### src/rtl/v850_fetch_if.sv
// Fetch-stage bus bundle: redirect input, instruction-memory req/ack port, decoder valid/ready port.
// No latency of its own; it only groups wires.
// Backpressure: imem_ack_i completes a request, inst_ready_i accepts an instruction.
// Ports (master = fetch stage):
//   redirect_i, redirect_pc_i            executer redirect and its target
//   imem_req_o, imem_addr_o              halfword read request and address
//   imem_ack_i, imem_rdata_i             request completion and read halfword
//   inst_valid_o, inst_ready_i           decoder handshake
//   inst_o, inst_pc_o, inst_len32_o      assembled instruction, its PC, its length
interface v850_fetch_if;
  logic        redirect_i;
  logic [31:0] redirect_pc_i;
  logic        imem_req_o;
  logic [31:0] imem_addr_o;
  logic        imem_ack_i;
  logic [15:0] imem_rdata_i;
  logic        inst_valid_o;
  logic        inst_ready_i;
  logic [31:0] inst_o;
  logic [31:0] inst_pc_o;
  logic        inst_len32_o;

  modport master (
    input  redirect_i, redirect_pc_i, imem_ack_i, imem_rdata_i, inst_ready_i,
    output imem_req_o, imem_addr_o, inst_valid_o, inst_o, inst_pc_o, inst_len32_o
  );

  modport slave (
    output redirect_i, redirect_pc_i, imem_ack_i, imem_rdata_i, inst_ready_i,
    input  imem_req_o, imem_addr_o, inst_valid_o, inst_o, inst_pc_o, inst_len32_o
  );
endinterface

### src/rtl/v850_fetch.sv
// V850 fetch stage: reads halfwords over req/ack into a prefetch queue, assembles 16/32-bit instructions.
// Latency: req rises the cycle after space frees; an instruction is valid the cycle after its last halfword is acked.
// Backpressure: decoder stalls via inst_ready_i; a full queue holds imem_req_o low until a pop.
// Ports:
//   clk, rst   clock and synchronous active-high reset
//   bus        v850_fetch_if.master (redirect, imem req/ack, decoder valid/ready)
module v850_fetch #(
  parameter logic [31:0] RESET_PC = 32'h0000_0000,
  parameter int          QDEPTH   = 4
) (
  input logic          clk,
  input logic          rst,
  v850_fetch_if.master bus
);
  localparam int             PW       = $clog2(QDEPTH);
  localparam int             CW       = PW + 1;
  localparam logic [CW-1:0]  QFULL    = CW'(QDEPTH);
  localparam logic [25:0]    RST_PC26 = {RESET_PC[25:1], 1'b0};

  // Prefetch queue: circular buffer addressed by head, tail = head + count.
  logic [15:0]   q [QDEPTH];
  logic [PW-1:0] head;
  logic [CW-1:0] count;
  logic [25:0]   fpc, dpc, addr;
  logic          req, discard;

  logic [15:0]   hw0, hw1;
  logic          len32, valid, pop, push, pending;
  logic [CW-1:0] need, pop_n, count_next;
  logic          discard_next, req_next;
  logic [25:0]   fpc_next, dpc_next, target;
  logic [PW-1:0] tail;

  // Bits outside the 26-bit halfword PC space are ignored.
  logic unused_pc_bits;
  assign unused_pc_bits = ^{bus.redirect_pc_i[31:26], bus.redirect_pc_i[0]};

  always_comb begin
    hw0      = q[head];
    hw1      = q[head + PW'(1)];
    len32    = (hw0[10:9] == 2'b11);
    need     = len32 ? CW'(2) : CW'(1);
    // A 32-bit instruction waits until both halves are queued.
    valid    = !bus.redirect_i && (count >= need);
    pop      = valid && bus.inst_ready_i;
    pop_n    = pop ? need : '0;
    push     = req && bus.imem_ack_i && !discard && !bus.redirect_i;
    pending  = req && !bus.imem_ack_i;
    tail     = head + count[PW-1:0];
    target   = {bus.redirect_pc_i[25:1], 1'b0};

    if (bus.redirect_i) begin
      count_next   = '0;
      fpc_next     = target;
      dpc_next     = target;
      // An in-flight request cannot be cancelled; its data is dropped on arrival.
      discard_next = pending;
    end else begin
      count_next   = count + CW'(push) - pop_n;
      fpc_next     = push ? fpc + 26'd2 : fpc;
      dpc_next     = dpc + 26'(pop_n) + 26'(pop_n);
      discard_next = discard && pending;
    end

    // An unacked request stays up with its address; otherwise issue when space remains.
    req_next = pending || ((count_next < QFULL) && !discard_next);
  end

  always_ff @(posedge clk) begin
    if (rst) begin
      fpc     <= RST_PC26;
      dpc     <= RST_PC26;
      addr    <= RST_PC26;
      head    <= '0;
      count   <= '0;
      req     <= 1'b0;
      discard <= 1'b0;
    end else begin
      fpc     <= fpc_next;
      dpc     <= dpc_next;
      count   <= count_next;
      req     <= req_next;
      discard <= discard_next;
      // Address is frozen while a request waits for its ack, even across a redirect.
      if (!pending) addr <= fpc_next;
      if (!bus.redirect_i) head <= head + pop_n[PW-1:0];
    end
  end

  always_ff @(posedge clk) begin
    if (push) q[tail] <= bus.imem_rdata_i;
  end

  assign bus.imem_req_o   = req;
  assign bus.imem_addr_o  = {{6{addr[25]}}, addr};
  assign bus.inst_valid_o = valid;
  assign bus.inst_len32_o = len32;
  assign bus.inst_o       = len32 ? {hw1, hw0} : {16'h0000, hw0};
  assign bus.inst_pc_o    = {{6{dpc[25]}}, dpc};
endmodule

### src/flat_wrapper.sv
// flat-port wrapper written by rule: the top's interface ports become plain ports
module v850_fetch_flat 
#(
  parameter logic [31:0] RESET_PC = 32'h0000_0000,
  parameter int          QDEPTH   = 4
)
  (clk, rst, bus_redirect_i, bus_redirect_pc_i, bus_imem_ack_i, bus_imem_rdata_i, bus_inst_ready_i, bus_imem_req_o, bus_imem_addr_o, bus_inst_valid_o, bus_inst_o, bus_inst_pc_o, bus_inst_len32_o);
  v850_fetch_if bus_i ();
  input logic clk;
  input logic rst;
  input wire logic [$bits(bus_i.redirect_i)-1:0] bus_redirect_i;
  input wire logic [$bits(bus_i.redirect_pc_i)-1:0] bus_redirect_pc_i;
  input wire logic [$bits(bus_i.imem_ack_i)-1:0] bus_imem_ack_i;
  input wire logic [$bits(bus_i.imem_rdata_i)-1:0] bus_imem_rdata_i;
  input wire logic [$bits(bus_i.inst_ready_i)-1:0] bus_inst_ready_i;
  output wire logic [$bits(bus_i.imem_req_o)-1:0] bus_imem_req_o;
  output wire logic [$bits(bus_i.imem_addr_o)-1:0] bus_imem_addr_o;
  output wire logic [$bits(bus_i.inst_valid_o)-1:0] bus_inst_valid_o;
  output wire logic [$bits(bus_i.inst_o)-1:0] bus_inst_o;
  output wire logic [$bits(bus_i.inst_pc_o)-1:0] bus_inst_pc_o;
  output wire logic [$bits(bus_i.inst_len32_o)-1:0] bus_inst_len32_o;
  assign bus_i.redirect_i = bus_redirect_i;
  assign bus_i.redirect_pc_i = bus_redirect_pc_i;
  assign bus_i.imem_ack_i = bus_imem_ack_i;
  assign bus_i.imem_rdata_i = bus_imem_rdata_i;
  assign bus_i.inst_ready_i = bus_inst_ready_i;
  assign bus_imem_req_o = bus_i.imem_req_o;
  assign bus_imem_addr_o = bus_i.imem_addr_o;
  assign bus_inst_valid_o = bus_i.inst_valid_o;
  assign bus_inst_o = bus_i.inst_o;
  assign bus_inst_pc_o = bus_i.inst_pc_o;
  assign bus_inst_len32_o = bus_i.inst_len32_o;
  v850_fetch #(.RESET_PC(RESET_PC), .QDEPTH(QDEPTH)) u_core (.clk(clk), .rst(rst), .bus(bus_i));
endmodule
### config.mk
export PLATFORM = sky130hd
export DESIGN_NAME = v850_fetch_flat
export DESIGN_NICKNAME = d
export VERILOG_FILES = /design/src/rtl/v850_fetch_if.sv /design/src/rtl/v850_fetch.sv /design/src/flat_wrapper.sv
export SDC_FILE = /design/constraint.sdc
export NUM_CORES = 1
export LEC_CHECK = 0
export ABC_CLOCK_PERIOD_IN_PS = 7810
export CORE_MARGIN = 5
export CORE_UTILIZATION = 40
export CTS_BUF_LIST = sky130_fd_sc_hd__clkbuf_4
export CTS_CLUSTER_SIZE = 14
export DETAILED_ROUTE_END_ITERATION = 16
export GPL_TIMING_DRIVEN = 1
export PLACE_DENSITY = 0.65
export RECOVER_POWER = 100
export SYNTH_ARGS = -nofsm -noshare
export SYNTH_HDL_FRONTEND = slang
export SYNTH_SLANG_ARGS = --single-unit
### constraint.sdc
create_clock -name clk -period 7.81 [get_ports clk]
set_input_delay 1.1715 -clock clk [delete_from_list [all_inputs] [get_ports clk]]
set_output_delay 1.1715 -clock clk [all_outputs]
set_load 0.03 [all_outputs]
# Yosys cells after proc, flatten, opt, wreduce, memory -nomap -nowiden
# Memories as Yosys holds them, arrays and structs flattened. A register that Yosys moved wholly into a read port is not among the register bits.
# Cells that the tools add are included.
totals:
  out_inout_bits: 99
  mem_bits_rw: 64
  mem_count: 1
  input_bits: 53
  register_bits: 85
op_classes:
  reduce_logical: 14
  magnitude_cmp: 2
  addsub: 8
  eq_ne: 1
  n_mux: 12
mem_list:
  columns: ["name", "words", "width", "read_ports", "rd_clocked_by_memory_dff", "write_ports", "line", "source"]
  rows:
  - ["u_core.q", 4, 16, 2, 1, 1, "v850_fetch.sv:21", "logic [15:0] q [QDEPTH];"]
ops:
  columns: ["operator", "n"]
  rows:
  - ["26-bit two-way mux", 3]
  - ["26-bit by 3-bit adder with 26-bit output", 2]
  - ["32-bit two-way mux", 1]
  - ["26-bit by 2-bit adder with 26-bit output (second input constant)", 1]
  - ["1-bit logical AND", 8]
  - ["2-bit two-way mux", 3]
  - ["3-bit two-way mux", 2]
  - ["2-bit adder", 2]
  - ["1-bit logical NOT", 4]
  - ["3-bit by 1-bit adder with 3-bit output", 1]
  - ["3-bit greater-or-equal comparator", 1]
  - ["3-bit less-than comparator (second input constant)", 1]
  - ["1-bit two-way mux", 3]
  - ["3-bit subtractor", 1]
  - ["2-bit by 1-bit adder with 2-bit output (second input constant)", 1]
  - ["2-bit == test (second input constant)", 1]
  - ["2-bit OR reduction", 1]
  - ["1-bit logical OR", 1]

# Longest topological paths before layout
# Gate-level depths: netlist of the first run.
logic_depth:
  ltp_word: 11
  mapped_depth: 15

# Worst setup path before layout of the first run
# OpenSTA, ideal clock, no wires.
synth_timing:
  path_kind: "register to register"
  start: "reg (tool-made name)"
  end: "reg u_core.dpc[25]"
  t_required_ns: 7.686
  arrival_time_ns: 3.636
  path_stages_with_launch: 14
  synth_period_minus_slack_ns: 3.760
  setup_slack_ns: 4.050
  path_buffers: 1
  setup_time_ns: 0.124
  cell_sequence: "dfxtp_1 > buf_2 > mux4_2 > nand2_4 > ha_1 > nor2_1 > o22ai_2 > nand3_1 > fa_1 > nor2b_1 > nand3_1 > nor4_1 > xnor2_1 > o21ai_0"
synth_lines:
  columns: ["element", "line", "source"]
  rows:
  - ["end signal, assigned", "v850_fetch.sv:80", "dpc <= dpc_next;"]
  - ["end, declared", "v850_fetch.sv:24", "logic [25:0] fpc, dpc, addr;"]

# Final worst setup path of the first run
layout_timing:
  start: "in bus_redirect_i"
  end: "out bus_inst_valid_o"
layout_via:
  elab_chain_cells: 2
layout_rtl:
  columns: ["element", "line", "source"]
  rows:
  - ["start, declared", "flat_wrapper.sv:11", "input wire logic [$bits(bus_i.redirect_i)-1:0] bus_redirect_i;"]
  - ["1-bit logical NOT", "v850_fetch.sv:44", "valid = !bus.redirect_i && (count >= need);"]
  - ["1-bit logical AND", "v850_fetch.sv:44", null]
  - ["end, declared", "flat_wrapper.sv:18", "output wire logic [$bits(bus_i.inst_valid_o)-1:0] bus_inst_valid_o;"]
# No other way between the ends.

==> results of run 1 <==
==> worst paths after layout <==
kind,from,end,slack [ns],cells past startpoint
hold / removal,u_core.addr[19]$_SDFFE_PP0N_,u_core.addr[19]$_SDFFE_PP0N_,0.48,2
setup reg to reg,flip-flop,u_core.dpc[23]$_SDFF_PP0_,2.42,12
setup / recovery,bus_redirect_i,bus_inst_valid_o,1.83,4
hold reg to reg,u_core.addr[19]$_SDFFE_PP0N_,u_core.addr[19]$_SDFFE_PP0N_,0.48,2
==> power groups by stage <==
stage	registers, µW	logic (µW)	clock network, µW
4_1_cts	908	401	574
5_1_grt	914	397	611
3_3_place_gp	922	395	0
3_5_place_dp	925	399	0
2_1_floorplan	948	211	0
6_report	906	374	561
==> critical path: stages <==
cell and delay, ns:
dlygate4sd3_1 0.53, clkbuf_1 1.51, o22ai_1 0.69, dlygate4sd3_1 0.89
==> metrics by stage <==
| step | setup slack, ns | total power [µW] | utilization | hold slack (ns) |
|---|---|---|---|---|
| final | 1.829 | 1841 | 0.5125 | 0.4822 |
| after floorplan | 4.050 | 1159 | - | 0.4289 |
| after detailed placement | 2.762 | 1324 | 0.4983 | 0.4475 |
| after global routing | 1.625 | 1922 | 0.5125 | 0.5025 |
| after CTS | 2.355 | 1883 | 0.5177 | 0.4786 |
| after global placement | 2.885 | 1317 | 0.4983 | 0.4473 |
==> metal layers <==
| layer | routed length, µm | up-vias | track usage |
|---|---|---|---|
| li1 | - | 2638 | - |
| met1 | 8573 | 2767 | 0.2648 |
| met2 | 9331 | 196 | 0.3003 |
| met3 | 1205 | 28 | 0.04326 |
| met4 | 456 | 0 | 0.07086 |
| met5 | 0 | - | 0 |
==> cell usage after synthesis, types with 2 or more instances <==
master / n
o31a_1: 8
or3_1: 10
a31oi_1: 5
o32ai_1: 2
clkbuf_1: 32
a31o_2: 3
a21oi_1: 7
a311oi_1: 5
nand4b_1: 2
nand2_1: 34
nor3_1: 35
o31ai_1: 2
fa_1: 2
xor2_1: 14
buf_1: 3
and3_1: 21
mux4_2: 32
xnor2_1: 17
nand4_1: 17
nand3_1: 23
nor2b_1: 4
and4_1: 6
dfxtp_1: 86
nor4_1: 17
ha_1: 7
a2111oi_0: 2
or2_2: 2
edfxtp_1: 64
o21a_1: 12
or4_4: 2
a21boi_0: 5
buf_4: 13
nand2b_1: 5
o22a_1: 9
nor2_1: 43
and2_1: 7
o21ai_0: 13
o41ai_1: 5
buf_2: 4
inv_1: 10
o22ai_1: 3
a211oi_1: 10
==> sequential cells by signal, indices dropped and copies added, names as in the netlist, named ones only <==
| signal | cells |
|---|---|
| u_core.addr | 26 |
| u_core.bus.imem_req_o | 1 |
| u_core.count | 3 |
| u_core.discard | 1 |
| u_core.dpc | 25 |
| u_core.fpc | 26 |
| u_core.head | 2 |
| u_core.q | 64 |
==> area by class of cell <==
cell class              instances  area share
diodes                          2   0.0005607
clock buffers                  19     0.01598
clock inverters                13     0.02187
inverters                      11    0.004626
multi-input cells             411      0.3520
flip-flops and latches        150      0.4082
well taps                     225     0.03154
repair buffers                153      0.1653
==> cells by family after synthesis <==
group	count (synthesis)	synth area share
mux	34	0.1038
xor+xnor	31	0.03799
simple gates	233	0.1758
buf+inv	64	0.04219
fa+ha+maj	9	0.01786
flops	150	0.5098
other cells	1	0.0005247
compound gates	103	0.1120
==> Flow_metrics.wiki, run 1 <==
{| class="wikitable"
! Metric !! Value
|-
| Horizontal die dimension || between 100 and 150 µm
|-
| Hold Vio Cnt, Final || 0
|-
| Post-Route Skew || between 0.015 and 0.02 ns
|-
| CP Class || in2out
|-
| Cell types occupying the most area after synthesis || edfxtp_1, dfxtp_1, mux4_2
|-
| Slew at the pin with the worst max-slew slack || between 2 and 2.5 ns
|-
| Final count of pins violating max slew || 102
|-
| Placed inst area || between 8000 and 9000 µm²
|-
| Via count of the first global-routing pass || ~5600
|-
| Placed insts || 950
|-
| Number of enable-type register cells in the synthesized netlist || 64
|-
| Number of H-tree levels || 4
|-
| Gate Count Post-Synth || about 630
|-
| Pin count of the biggest net entering global routing || between 50 and 60
|-
| Nature of the critical path endpoint || primary output
|-
| Largest fanout of any net on the critical path || between 40 and 50
|-
| Maximum VDD drop || ~0.000096 V
|-
| Worst rel slew slack || -0.6273
|-
| Area taken by flip-flops and latches || 3643 µm²
|-
| Outcome || complete, but fails checks
|-
| Residual DRC || 0
|-
| Area of combinational cells with multiple inputs || 3142 µm²
|-
| GR Util All Layers || 0.1927
|-
| CORE AREA || around 17000 µm²
|-
| Number of buffers on the longest clock path || 2
|-
| Cell-internal power || approximately 1300 µW
|-
| Distinct cell type count of the synthesized netlist || 64
|-
| Synth-to-Final Area Change || 24.89%
|-
| Final-layout fill cell count || about 1600
|-
| FP Rows || 48
|-
| Setup repair after global routing missed its margin || no
|-
| Sequential fraction of the synthesis area || 0.5098
|-
| Most common cell after layout, fill and taps aside || dlygate4sd3_1
|-
| Most frequent cells in the layout || dlygate4sd3_1, dfxtp_1, edfxtp_1
|-
| NetSw || 561.0 µW
|-
| Drt pass-1 iters || 6
|-
| Initial cell density of the core || 0.4103
|-
| Highest attainable clock frequency || 167.2 MHz
|-
| Num CTS Buffers || 17
|-
| Average wire per cell in the routed design || between 15 and 20 µm
|-
| Final cell area excluding filler cells || ~9000 µm²
|-
| Clock transition at the registers of the reported paths || between 0.1 and 0.15 ns
|-
| Final WL || around 20000 µm
|-
| Ports placed on the boundary || about 150
|-
| Mean Syn Cell Area || approximately 11 µm²
|-
| Reported max-cap violation count || 2
|-
| Data required time at the worst endpoint || approximately 6.6 ns
|-
| HPWL after detailed placement || 13920 µm
|-
| Part of the power in combinational logic || 0.203
|-
| Die Span Y || 143.7 µm
|-
| Area enclosed by the die boundary || slightly above 20000 µm²
|-
| Synth Net Count || between 600 and 700
|-
| Failing checks || max-capacitance violations, max-slew violations
|-
| Class of the tightest hold or removal check || reg2reg
|-
| Largest area contributor in the netlist || edfxtp_1
|-
| Post-CTS setup-driven buffer insertion count || 0
|-
| Async set-reset flop share out of synthesis || 0
|-
| Share of the clock period used by the worst path after layout || 0.7658
|-
| Nets@finish || between 800 and 900
|-
| Clock group share of total power || 0.305
|-
| Number of synthesized register bits || 150
|-
| Final-report setup violation count || 0
|-
| Number of warning messages in the yosys log || 0
|-
| Initial DRC count || approximately 360
|-
| Pwr/cell area || about 210 nW/µm²
|-
| Final RePlAce weighted congestion || about 0.8
|-
| Sw Share || 0.3047
|-
| Port buffer count || about 140
|-
| Kind of start point of the critical path || input port
|-
| Ratio of routed vias to standard cells || roughly 5.7
|-
| Post-synth top area share || 0.2689
|-
| Final cell count without fillers || 984
|-
| Number of cells upsized or downsized after cts || 0
|-
| Fraction of final layout cells sized beyond drive strength 1 || 0.09908
|-
| Primary flip-flop cell chosen by synthesis mapping || dfxtp_1
|-
| Number of antenna violations at the first check in global routing || 1
|-
| Clock period minus worst slack || about 6.0 ns
|-
| Final antenna-violating net count || 0
|-
| Total overflow reported by the global router || 0
|-
| Clk Latency, worst-skew pair || roughly 0.56 ns
|-
| CTS tree || done
|-
| Global-route wire length before repair || a little over 30000 µm
|-
| Sequential share of power || 0.492
|-
| Clock net sink count || 150
|-
| Hold_buf cts || 0
|-
| CTS Root Buffer Type || clkbuf_4
|-
| Total Negative Setup Slacks || 0 ns
|-
| Lkg Pwr || about 0.0032 µW
|-
| Synth Cell Area || roughly 7100 µm²
|-
| Worst Path Arrival || 4.81 ns
|-
| Vias || roughly 5600
|}
(Power assumes the default switching activity.)
==> run 2: changes to the inputs <==
ABC_CLOCK_PERIOD_IN_PS = 5600   (was 7810)
clock period = 5.6 ns   (was 7.81 ns; I/O delays follow)
==> run 2 against run 1 <==
  * The run still ends with max-capacitance violations, max-slew violations left
  * Wire length grew 2.0%
  * Clock skew grew 0.0046 ns
  * Critical path depth grew 3
==> Flow_metrics.wiki, run 2 (synthesized netlist as in run 1, its figures left out) <==
{| class="wikitable"
! Metric !! Value
|-
| Final-report setup violation count || 0 (unchanged)
|-
| Outcome || complete, but fails checks
|-
| Clock net sink count || 150 (unchanged)
|-
| Area enclosed by the die boundary || 20640 µm² (unchanged)
|-
| Sw Share || 0.3116 (+0.006918)
|-
| Hold_buf cts || 0 (unchanged)
|-
| Failing checks || max-capacitance violations, max-slew violations
|-
| Number of H-tree levels || 4 (unchanged)
|-
| Die Span Y || 143.7 µm (unchanged)
|-
| Register with the most flip-flops || u_core.q
|-
| Cell-internal power || 1736 µW (+36%)
|-
| Most common cell after layout, fill and taps aside || dlygate4sd3_1
|-
| Total Negative Setup Slacks || 0 ns (unchanged)
|-
| Nature of the critical path endpoint || flip-flop
|-
| Largest fanout of any net on the critical path || 46 (-4.2%)
|-
| Vias || 5662 (+0.59%)
|-
| Drt pass-1 iters || 5 (-1)
|-
| Final RePlAce weighted congestion || 0.8229 (+2.7%)
|-
| Number of cells upsized or downsized after cts || 0 (unchanged)
|-
| Data required time at the worst endpoint || 6.04 ns (-0.60 ns)
|-
| Synth-to-Final Area Change || 24.91% (about the same)
|-
| Initial DRC count || 364 (+0.28%)
|-
| Average wire per cell in the routed design || 20.25 µm (+1.8%)
|-
| Hold Vio Cnt, Final || 0 (unchanged)
|-
| Number of buffers on the longest clock path || 2 (unchanged)
|-
| Total overflow reported by the global router || 0 (unchanged)
|-
| Worst rel slew slack || -0.3855 (+0.2418)
|-
| Maximum VDD drop || 0.0001466 V (+53%)
|-
| CORE AREA || 17420 µm² (unchanged)
|-
| Share of the clock period used by the worst path after layout || 0.8940
|-
| Fraction of final layout cells sized beyond drive strength 1 || 0.1053 (+0.006188)
|-
| Ratio of routed vias to standard cells || 5.742 (+0.38%)
|-
| GR Util All Layers || 0.1953 (+0.002533)
|-
| Hold wc startpoint || u_core.addr[15]$_SDFFE_PP0N_
|-
| Port buffer count || 143 (unchanged)
|-
| Kind of start point of the critical path || input port
|-
| Sequential share of power || 0.499 (+0.007)
|-
| NetSw || 785.9 µW (+40%)
|-
| Worst Path Arrival || 5.45 ns (+0.64 ns)
|-
| Initial cell density of the core || 0.4103 (unchanged)
|-
| Number of flip-flops under the largest register name || 64 (unchanged)
|-
| Pwr/cell area || 282.5 nW/µm² (+37%)
|-
| FP Rows || 48 (unchanged)
|-
| Clock transition at the registers of the reported paths || 0.13 ns (about the same)
|-
| Global-route wire length before repair || 31070 µm (+1.1%)
|-
| Lkg Pwr || 0.003218 µW (+0.74%)
|-
| Clock group share of total power || 0.291 (-0.014)
|-
| CP Class || in2reg
|-
| Via count of the first global-routing pass || 5588 (+0.25%)
|-
| CTS Root Buffer Type || clkbuf_4
|-
| HPWL after detailed placement || 14260 µm (+2.5%)
|-
| Detailed route wirelength on metal3 || 1079 µm (-10%)
|-
| Top Registers || u_core.q x64, u_core.addr x26, u_core.fpc x26
|-
| Post-CTS setup-driven buffer insertion count || 0 (unchanged)
|-
| Final count of pins violating max slew || 47 (-54%)
|-
| Part of the power in combinational logic || 0.210 (+0.007)
|-
| Nets@finish || 809 (+0.37%)
|-
| Startpoint of the worst setup timing path || bus_redirect_i
|-
| Reported max-cap violation count || 1 (-1)
|-
| Most frequent cells in the layout || dlygate4sd3_1, dfxtp_1, edfxtp_1
|-
| Residual DRC || 0 (unchanged)
|-
| Clock period minus worst slack || 5.006 ns
|-
| Ports placed on the boundary || 152 (unchanged)
|-
| Met2 wire length || 9877 µm (+5.9%)
|-
| Final worst-path setup slack || 0.5939 ns (-1.235 ns)
|-
| Smallest hold slack || 0.4801 ns (-0.002053 ns)
|-
| Horizontal die dimension || 143.7 µm (unchanged)
|-
| Final antenna-violating net count || 0 (unchanged)
|-
| Num CTS Buffers || 17 (unchanged)
|-
| Highest metal layer used by the detailed router || met4
|-
| Post-Route Skew || 0.02168 ns (+0.004595 ns)
|-
| Slew at the pin with the worst max-slew slack || 2.078 ns (-0.3627 ns)
|-
| Highest attainable clock frequency || between 150 and 200 MHz
|-
| Number of antenna violations at the first check in global routing || 1 (unchanged)
|-
| CTS tree || done
|-
| Setup repair after global routing missed its margin || no
|-
| Detailed-route wire length on metal 1 || 8704 µm (+1.5%)
|-
| Final WL || 19960 µm (+2.0%)
|-
| Post-layout power || 2522 µW (+37%)
|-
| Minimum setup slack after placement || 1.020 ns (-1.742 ns)
|-
| Pin count of the biggest net entering global routing || 52 (-1.9%)
|-
| Clk Latency, worst-skew pair || 0.58 ns (+0.02 ns)
|-
| Class of the tightest hold or removal check || reg2reg
|}
-- run 2: layout make-up --
| class | count | area, µm² |
|---|---|---|
| Clock inverter | 14 | 170.2 |
| Multi-Input combinational cell | 411 | 3152 |
| Fill cell | 1540 | 8489 |
| Timing Repair Buffer | 156 | 1501 |
| Tap cell | 225 | 281.5 |
| Antenna cell | 1 | 2.502 |
| Clock buffer | 18 | 135.1 |
| Sequential cell | 150 | 3643 |
| Inverter | 11 | 41.29 |
-- run 2: power by group through the flow --
stage | clock network (µW) | registers [µW] | logic [µW]
5_1_grt | 795 | 1270 | 566
6_report | 733 | 1260 | 530
3_5_place_dp | 0 | 1280 | 565
4_1_cts | 748 | 1260 | 567
3_3_place_gp | 0 | 1280 | 559
2_1_floorplan | 0 | 1320 | 294
-- run 2: stage by stage --
step | cell area (µm²) | util | std cells
after global routing | 8927 | 0.5126 | 986
after CTS | 9007 | 0.5172 | 985
after floorplan | 7147 | - | 625
after detailed placement | 8702 | 0.4996 | 953
final | 8927 | 0.5126 | 986
after global placement | 8702 | 0.4996 | 953
-- run 2: routing by layer --
layer | vias to the layer above | global-route usage
li1 | 2643 | -
met1 | 2816 | 0.2617
met2 | 178 | 0.3219
met3 | 25 | 0.03993
met4 | 0 | 0.05748
met5 | - | 0
-- run 2: path summary, 6_finish.rpt --
| path | end | slack [ns] | cells past startpoint |
|---|---|---|---|
| setup / recovery | u_core.dpc[16]$_SDFF_PP0_ | 0.59 | 7 |
| hold / removal | u_core.addr[15]$_SDFFE_PP0N_ | 0.48 | 2 |
| setup reg to reg | u_core.dpc[23]$_SDFF_PP0_ | 0.95 | 13 |
| hold reg to reg | u_core.addr[15]$_SDFFE_PP0N_ | 0.48 | 2 |
-- run 2: critical path, cell delays in order --
cell	delay (ns)
clkdlybuf4s50_1	0.51
clkbuf_1	1.49
clkinv_1	1.21
buf_4	0.49
clkbuf_1	0.28
nor2_1	0.45
nor4_1	0.12
==> run 3: changes to the inputs <==
--- a/config.mk
+++ b/config.mk
@@ -10,5 +10,4 @@
 export CORE_UTILIZATION = 40
 export CTS_BUF_LIST = sky130_fd_sc_hd__clkbuf_4
-export CTS_CLUSTER_SIZE = 14
 export DETAILED_ROUTE_END_ITERATION = 16
 export GPL_TIMING_DRIVEN = 1
==> constraint.sdc (replaced) <==
create_clock -name clk -period 5.6 [get_ports clk]
set_input_delay 1.68 -clock clk [delete_from_list [all_inputs] [get_ports clk]]
set_output_delay 1.68 -clock clk [all_outputs]
set_load 0.03 [all_outputs]
==> run 3 against run 2 <==
  * The flow still finishes with violations (max-capacitance violations, max-slew violations)
  * Clock skew is 0.0024 ns lower
  * Flip-flop and latch count stayed put
  * First-iteration DRC count is 1.9% higher
  * Core utilization is 0.086 points lower
  * Clock-buffer cell count is 1 higher
  * Cell area is 0.17% lower
  * Via count is 0.74% higher
  * Sequential share of layout area is 0.069 points higher
  * Hold slack better by 0.0010 ns
  * Die area stayed put
  * Critical path depth is 2 higher
  * Highest routed layer unchanged
  * Sequential power hardly changed
==> Flow_metrics.wiki, run 3 (synthesized netlist as in run 1, its figures left out) <==
{| class="wikitable"
! Metric !! Value
|-
| Outcome || complete, but fails checks
|-
| Failing checks || max-capacitance violations, max-slew violations
|-
| Area enclosed by the die boundary || 20640 µm² (unchanged)
|-
| Num CTS Buffers || 17 (unchanged)
|-
| Final RePlAce weighted congestion || 0.8480 (+3.1%)
|-
| Number of H-tree levels || 4 (unchanged)
|-
| Share of the clock period used by the worst path after layout || 0.9168 (+0.02283)
|-
| Worst rel slew slack || -0.3725 (+0.01303)
|-
| Pin count of the biggest net entering global routing || 47 (-9.6%)
|-
| CORE AREA || 17420 µm² (unchanged)
|-
| Maximum VDD drop || 0.0001546 V (+5.4%)
|-
| HPWL after detailed placement || 14480 µm (+1.5%)
|-
| Hold Vio Cnt, Final || 0 (unchanged)
|-
| Clock net sink count || 150 (unchanged)
|-
| Final-layout fill cell count || 1581 (+2.7%)
|-
| Startpoint of the worst setup timing path || bus_redirect_i
|-
| Total overflow reported by the global router || 0 (unchanged)
|-
| Worst Path Arrival || 5.55 ns (+0.10 ns)
|-
| Initial DRC count || 371 (+1.9%)
|-
| Most frequent cells in the layout || dlygate4sd3_1, dfxtp_1, edfxtp_1
|-
| CTS tree || done
|-
| Kind of start point of the critical path || input port
|-
| Fraction of final layout cells sized beyond drive strength 1 || 0.1088 (+0.003518)
|-
| Total Negative Setup Slacks || 0 ns (unchanged)
|-
| Port buffer count || 143 (unchanged)
|-
| Largest fanout of any net on the critical path || 46 (unchanged)
|-
| Nature of the critical path endpoint || flip-flop
|-
| Vias || 5704 (+0.74%)
|-
| Number of antenna violations at the first check in global routing || 1 (unchanged)
|-
| CTS Root Buffer Type || clkbuf_4
|-
| Top Registers || u_core.q x64, u_core.addr x26, u_core.fpc x26
|-
| CP Class || in2reg
|-
| Pwr/cell area || 272.6 nW/µm² (-3.5%)
|-
| Final antenna-violating net count || 0 (unchanged)
|-
| Hold wc startpoint || u_core.addr[19]$_SDFFE_PP0N_
|-
| Hold_buf cts || 0 (unchanged)
|-
| Most common cell after layout, fill and taps aside || dlygate4sd3_1
|-
| Initial cell density of the core || 0.4103 (unchanged)
|-
| Post-CTS setup-driven buffer insertion count || 0 (unchanged)
|-
| Final-report setup violation count || 0 (unchanged)
|-
| Final count of pins violating max slew || 47 (unchanged)
|-
| Register with the most flip-flops || u_core.q
|-
| Data required time at the worst endpoint || 6.02 ns (-0.02 ns)
|-
| Ports placed on the boundary || 152 (unchanged)
|-
| Global-route wire length before repair || 30970 µm (-0.33%)
|-
| Number of buffers on the longest clock path || 2 (unchanged)
|-
| Setup repair after global routing missed its margin || no
|-
| Clk Latency, worst-skew pair || 0.56 ns (-0.02 ns)
|-
| FP Rows || 48 (unchanged)
|-
| Clock period minus worst slack || 5.134 ns (+0.1279 ns)
|-
| Lkg Pwr || 0.003203 µW (-0.46%)
|-
| Via count of the first global-routing pass || 5644 (+1.0%)
|-
| Smallest hold slack || 0.4812 ns (+0.001046 ns)
|-
| Final WL || 19910 µm (-0.26%)
|-
| Synth-to-Final Area Change || 24.70%
|-
| Residual DRC || 0 (unchanged)
|-
| Clock transition at the registers of the reported paths || 0.13 ns (about the same)
|-
| GR Util All Layers || 0.1943 (-0.0009861)
|-
| Class of the tightest hold or removal check || reg2reg
|-
| Post-Route Skew || 0.01933 ns (-0.002352 ns)
|-
| Number of cells upsized or downsized after cts || 0 (unchanged)
|-
| Number of flip-flops under the largest register name || 64 (unchanged)
|-
| Ratio of routed vias to standard cells || 5.767 (+0.44%)
|-
| Die Span Y || 143.7 µm (unchanged)
|-
| Reported max-cap violation count || 1 (unchanged)
|-
| Highest attainable clock frequency || 194.8 MHz (-2.5%)
|-
| Average wire per cell in the routed design || 20.13 µm (-0.56%)
|-
| Drt pass-1 iters || 5 (unchanged)
|-
| Nets@finish || 812 (+0.37%)
|-
| Slew at the pin with the worst max-slew slack || 2.059 ns (-0.01954 ns)
|-
| Horizontal die dimension || 143.7 µm (unchanged)
|}
==> run 3: changes by cell type in the layout (fill, tap and decap cells not counted), sizes merged <==
| cell | previous run | this run |
|---|---|---|
| buf | 8 | 9 |
| inv | 17 | 16 |
| bufinv | 3 | 1 |
| clkbuf | 24 | 28 |
| clkdlybuf4s50 | 28 | 27 |
| clkinvlp | 0 | 2 |
==> run 3: final timing paths <==
path	endpoint	slack, ns	cells past startpoint
hold / removal	u_core.addr[19]$_SDFFE_PP0N_	0.48	2
setup reg to reg	u_core.dpc[25]$_SDFF_PP0_	1.19	13
hold reg to reg	u_core.addr[19]$_SDFFE_PP0N_	0.48	2
setup / recovery	u_core.bus.imem_req_o$_SDFF_PP0_	0.47	9
==> run 3: power by group <==
group          internal [µW]  leakage [µW]  total [µW]  switching [µW]
logic                    223       0.00177         534             311
clock network            235      0.000142         633             398
registers               1200       0.00129        1260            64.9
==> run 3: layer usage <==
layer | global-route usage | up-vias | wire length (µm)
met5 | 0 | - | 0
met4 | 0.06492 | 0 | 510
met3 | 0.04226 | 38 | 1134
met2 | 0.3192 | 218 | 9742
met1 | 0.2563 | 2788 | 8523
li1 | - | 2660 | -
==> run 3: area by class of cell <==
class | count | area [µm²] | area share
Timing Repair Buffer | 159 | 1524 | 0.1710
Tap cell | 225 | 281.5 | 0.03159
Inverter | 11 | 41.29 | 0.004633
Clock buffer | 19 | 142.6 | 0.01600
Clock inverter | 13 | 117.6 | 0.01320
Antenna cell | 1 | 2.502 | 0.0002808
Multi-Input combinational cell | 411 | 3159 | 0.3545
Sequential cell | 150 | 3643 | 0.4088
==> run 3: critical path: stages <==
cell and delay (ns):
dlygate4sd3_1 0.58, clkbuf_1 1.49, nand4bb_1 0.49, inv_1 0.12, ha_1 0.21, fa_1 0.37, xor2_1 0.16, xnor2_1 0.29
a31oi_1 0.13
==> run 3: through the flow <==
stage,utilization,setup slack [ns],total power (µW),instances,area (µm²)
CTS,0.5165,0.5758,2486,988,8995
global placement,0.5015,0.9529,1846,956,8735
global route,0.5117,0.3111,2545,989,8912
finish,0.5117,0.4660,2430,989,8912
floorplan,-,1.472,1617,625,7147
detailed placement,0.5015,0.8851,1858,956,8735
